### src/rtl/sync_fifo.sv
// Single-clock ready/valid FIFO with first-word-fall-through read from a register array.
// Handshake outputs are registered so no combinational path exists from in_valid/out_ready.
module sync_fifo #(
  parameter int unsigned WIDTH      = 8,
  parameter int unsigned DEPTH_LOG2 = 4
) (
  input  logic                  clk,
  input  logic                  rst_n,
  input  logic [WIDTH-1:0]      in_data,
  input  logic                  in_valid,
  output logic                  in_ready,
  output logic [WIDTH-1:0]      out_data,
  output logic                  out_valid,
  input  logic                  out_ready,
  output logic [DEPTH_LOG2:0]   level
);

  localparam int unsigned Depth = 1 << DEPTH_LOG2;

  localparam logic [DEPTH_LOG2-1:0] PtrOne    = DEPTH_LOG2'(1);
  localparam logic [DEPTH_LOG2:0]   LevelOne  = (DEPTH_LOG2 + 1)'(1);
  localparam logic [DEPTH_LOG2:0]   LevelZero = '0;
  localparam logic [DEPTH_LOG2:0]   LevelFull = (DEPTH_LOG2 + 1)'(Depth);

  logic [WIDTH-1:0]      mem_q [Depth];
  logic [DEPTH_LOG2-1:0] wr_ptr_q, wr_ptr_d;
  logic [DEPTH_LOG2-1:0] rd_ptr_q, rd_ptr_d;
  logic [DEPTH_LOG2:0]   level_q, level_d;
  logic                  in_ready_q, in_ready_d;
  logic                  out_valid_q, out_valid_d;

  logic push, pop;

  // Qualify with the registered flags: a full FIFO ignores in_valid even when popping.
  assign push = in_valid & in_ready_q;
  assign pop  = out_valid_q & out_ready;

  always_comb begin
    wr_ptr_d = wr_ptr_q;
    rd_ptr_d = rd_ptr_q;
    level_d  = level_q;

    if (push) begin
      wr_ptr_d = wr_ptr_q + PtrOne;
    end
    if (pop) begin
      rd_ptr_d = rd_ptr_q + PtrOne;
    end

    unique case ({push, pop})
      2'b10:   level_d = level_q + LevelOne;
      2'b01:   level_d = level_q - LevelOne;
      default: level_d = level_q;
    endcase

    in_ready_d  = (level_d != LevelFull);
    out_valid_d = (level_d != LevelZero);
  end

  always_ff @(posedge clk or negedge rst_n) begin
    if (!rst_n) begin
      wr_ptr_q    <= '0;
      rd_ptr_q    <= '0;
      level_q     <= '0;
      in_ready_q  <= 1'b1;
      out_valid_q <= 1'b0;
    end else begin
      wr_ptr_q    <= wr_ptr_d;
      rd_ptr_q    <= rd_ptr_d;
      level_q     <= level_d;
      in_ready_q  <= in_ready_d;
      out_valid_q <= out_valid_d;
    end
  end

  // Storage is enable-only; contents are meaningless until written after reset.
  always_ff @(posedge clk) begin
    if (push) begin
      mem_q[wr_ptr_q] <= in_data;
    end
  end

  assign out_data  = mem_q[rd_ptr_q];
  assign out_valid = out_valid_q;
  assign in_ready  = in_ready_q;
  assign level     = level_q;

endmodule
### config.mk
export PLATFORM = sky130hd
export DESIGN_NAME = sync_fifo
export DESIGN_NICKNAME = d
export VERILOG_FILES = /design/src/rtl/sync_fifo.sv
export SDC_FILE = /design/constraint.sdc
export NUM_CORES = 1
export LEC_CHECK = 0
export ABC_AREA = 1
export BUFFER_PORTS_ARGS = -buffer_cell sky130_fd_sc_hd__buf_2
export CORE_UTILIZATION = 50
export CTS_CLUSTER_SIZE = 14
export DETAILED_ROUTE_END_ITERATION = 10
export GPL_TIMING_DRIVEN = 0
export PLACE_DENSITY_LB_ADDON = 0.2
export SETUP_SLACK_MARGIN = 0.02
export SYNTH_ARGS = -nofsm -noshare
export SYNTH_HDL_FRONTEND = slang
export SYNTH_SLANG_ARGS = --single-unit
### constraint.sdc
create_clock -name clk -period 1.7 [get_ports clk]
set_input_delay 0.255 -clock clk [delete_from_list [all_inputs] [get_ports clk]]
set_output_delay 0.255 -clock clk [all_outputs]
set_load 0.005 [all_outputs]
==> impl_metrics.ini <==
[cells_and_area]
layout.nets = 534
area_growth_pct = 37.1
drive_gt1_share_pct = 42.2
final_cells = 671
final_area_um2 = 8120
n_antenna_cell = 0
nFillCells = 672

[power_and_ir_drop]
vdd_drop_max_mv = 1.10
combPwrFrac_pct = 43.9
seq_power_share_pct = 31.0
swShare_pct = 37.0
p_int_mw = 9.54
power_leakage_nw = 2.83
power_density_nw_per_um2 = 1860
p_clk_share_pct = 25.1
p_sw_mw = 5.59

[sta]
setup_ws_ns = -0.545
whs_ns = 0.188
skew_ns = 0.00704
tightest_slew_ns = 0.438
max_freq_mhz = 445
hold_viol_final = 0
setup-violations-final = 76
min_period_ns = 2.25
finalMaxSlewViolations = 0
slew_headroom_pct = 70.7
period_share_pct = 132
rsz0062_at_grt = yes
final.setup.tns_ns = -6.88

[grt]
grt_pass1_vias = 3924
grt_usage_pct = 26.0
antenna_found_initial = 0
overflow = 0
grt_pass1_wl_mm = 23.1
grt_start_max_net_pins = 17

[synth]
syn_inst = 438
yosys.area.top_type_share_pct = 64.9
synthesis.nets = 457
postSynth.asyncResetShare_pct = 10.5
ys.flop_type = edfxtp_1
synth_edf_count = 128
synth.distinct_cells = 30
synth_seq_cells = 143
netlist_area_um2 = 5920
synth_top_area_cell = edfxtp_1
yosysMostFrequentCell = edfxtp_1
yosys_warnings = 0
synth.avg_cell_area_um2 = 13.5
yosysSeqAreaShare_pct = 71.3
netlist_top_cells_count = 128 x edfxtp_1, 66 x nor2_1, 38 x nand2_1, 34 x o21ai_0
ys_top_cells_by_area = edfxtp_1 65%, dfrtp_1 5.9%, mux2i_1 4.2%, nor2_1 4.2%, o221ai_1 3.7%

[floorplan]
start_util_pct = 51.6
rows = 39
die-area_um2 = 12300
fp.dieW_um = 111
die_h_um = 111
core_area_um2 = 11500
io_pins = 27

[setup_path]
crit_path_end_kind = primary output
critPathMaxFanout = 7
cp.required_ns = 1.44
reg2reg_depth = 6
crit_path_start_kind = register
arrival_ns = 1.99
r2r_setup_slack_ns = -0.09
worstSetupPathType = register to primary output

[clocking]
clock_latency_ns = 0.42
numCtsBuffers = 17
cts_buffer_depth = 2
htreeDepth = 4
root_buffer = clkbuf_16
cts.sinks = 143
path_clk_slew_ns = 0.05
tritoncts = built

[detailed_routing]
dr_total_vias = 4068
drc_errors = 0
dr.first_iter.drc_count = 401
routed_wl_mm = 15.5
firstDrtPassIters = 5
final_antenna_net_count = 0
viasPerCell = 6.06
wl_per_cell_um = 23.1

[placement]
dp_slack_ns = -0.403
dp_cells = 607
dp_hpwl_mm = 9.00
gp_congestion = 0.908
post_dp_cell_area_um2 = 6240
io_buffers = 26

[min_path]
hold_class = input pin to register
whs_path_depth = 3

[run]
max-cap-violations = 0

[run_status]
violations = setup timing
status = complete, but fails checks
==> layout make-up <==
class | count | area (um^2) | area share (%)
repair buffers | 60 | 534 | 6.58
inverters | 23 | 124 | 1.53
clock buffers | 26 | 499 | 6.15
flip-flops and latches | 143 | 4220 | 52.0
clock inverters | 6 | 105 | 1.29
well taps | 143 | 179 | 2.20
multi-input cells | 250 | 2250 | 27.7
plain buffers | 20 | 200 | 2.47
==> layer usage <==
| layer | vias to the layer above | routed length (um) | track usage [%] | share of wire [%] |
|---|---|---|---|---|
| li1 | 1799 | - | - | - |
| met1 | 1991 | 5970 | 33.9 | 38 |
| met2 | 218 | 7690 | 41.7 | 50 |
| met3 | 60 | 1270 | 6.78 | 8.2 |
| met4 | 0 | 599 | 10.6 | 3.9 |
| met5 | - | 0 | 0 | 0 |
==> final timing paths <==
path	from	end
setup / recovery	rd_ptr_q[0]	out_data[1]
hold / removal	out_ready	rd_ptr_q[0]
setup reg to reg	in_ready	mem_q[7][1]
hold reg to reg	level[4]	level[4]
max in group asynchronous	rst_n	in_ready
min in group asynchronous	rst_n	rd_ptr_q[3]
==> power groups by stage <==
stage                     clock, mW  sequential [mW]  combinational (mW)
after floorplan                   0             4.57                2.66
after detailed placement          0             4.61                4.10
after CTS                      3.81             4.61                5.73
final                          3.79             4.70                6.64
after global placement            0             4.59                4.01
after global routing           3.96             4.74                7.04
==> flip-flops by register name, indices dropped and copies added (netlist names) <==
register,flops
in_ready,1
wr_ptr_q,4
mem_q,128
level,5
rd_ptr_q,4
out_valid,1
==> placed cells by master, fill, tap and decap left out, types with 4 or more instances in the layout <==
cell type / instances
edfxtp_1: 128
nor2_1: 36
buf_2: 29
nor2_4: 27
nand2_1: 26
o21ai_0: 22
buf_4: 20
clkbuf_16: 17
inv_1: 13
o221ai_2: 13
nand3_1: 12
dfrtp_1: 12
buf_12: 11
buf_6: 11
nand2_4: 10
o21ai_1: 10
o221ai_1: 10
mux2i_4: 9
mux2i_1: 8
mux2i_2: 8
o211ai_1: 7
o21ai_2: 6
nand2_2: 6
xor2_1: 6
nor2_2: 5
nand3_2: 5
ha_1: 5
clkbuf_1: 5
clkbuf_2: 4
o32ai_4: 4
clkinv_2: 4
clkbuf_8: 4
==> worst max-delay path, cell delays in order, from the launching register on <==
cell      delay, ns
dfrtp_2        0.44
buf_12         0.17
clkinv_8       0.07
buf_8          0.12
buf_6          0.10
nor2_4         0.03
o32ai_4        0.28
o211ai_1       0.11
nand2_1        0.13
buf_2          0.12
==> cell families (layout without fill, tap and decap cells) <==
kind of cell / after synthesis / after routing / share of synthesized area, %
compound gates: 77 / 77 / 8.90
simple gates: 134 / 134 / 9.59
flops: 143 / 143 / 71.3
fa+ha+maj: 7 / 7 / 1.48
mux: 25 / 25 / 4.23
xor+xnor: 7 / 7 / 1.04
buf+inv: 45 / 135 / 3.49
==> per-stage QoR <==
| stage | utilization (%) | power, mW |
|---|---|---|
| 6_report | 70.8 | 15.1 |
| 5_1_grt | 70.8 | 15.7 |
| 4_1_cts | 66.9 | 14.1 |
| 3_5_place_dp | 54.5 | 8.71 |
| 3_3_place_gp | 54.5 | 8.60 |
| 2_1_floorplan | - | 7.22 |
==> repair_timing <==
item,CTS,global route
setup buffers,24,17
setup endpoints to repair,140,133
hold buffers,1,0
gates resized for setup,135,83
pin swaps,28,45
cloned,1,0
hold endpoints to repair,14,0
Note: power is estimated with default switching activity, not from simulation.
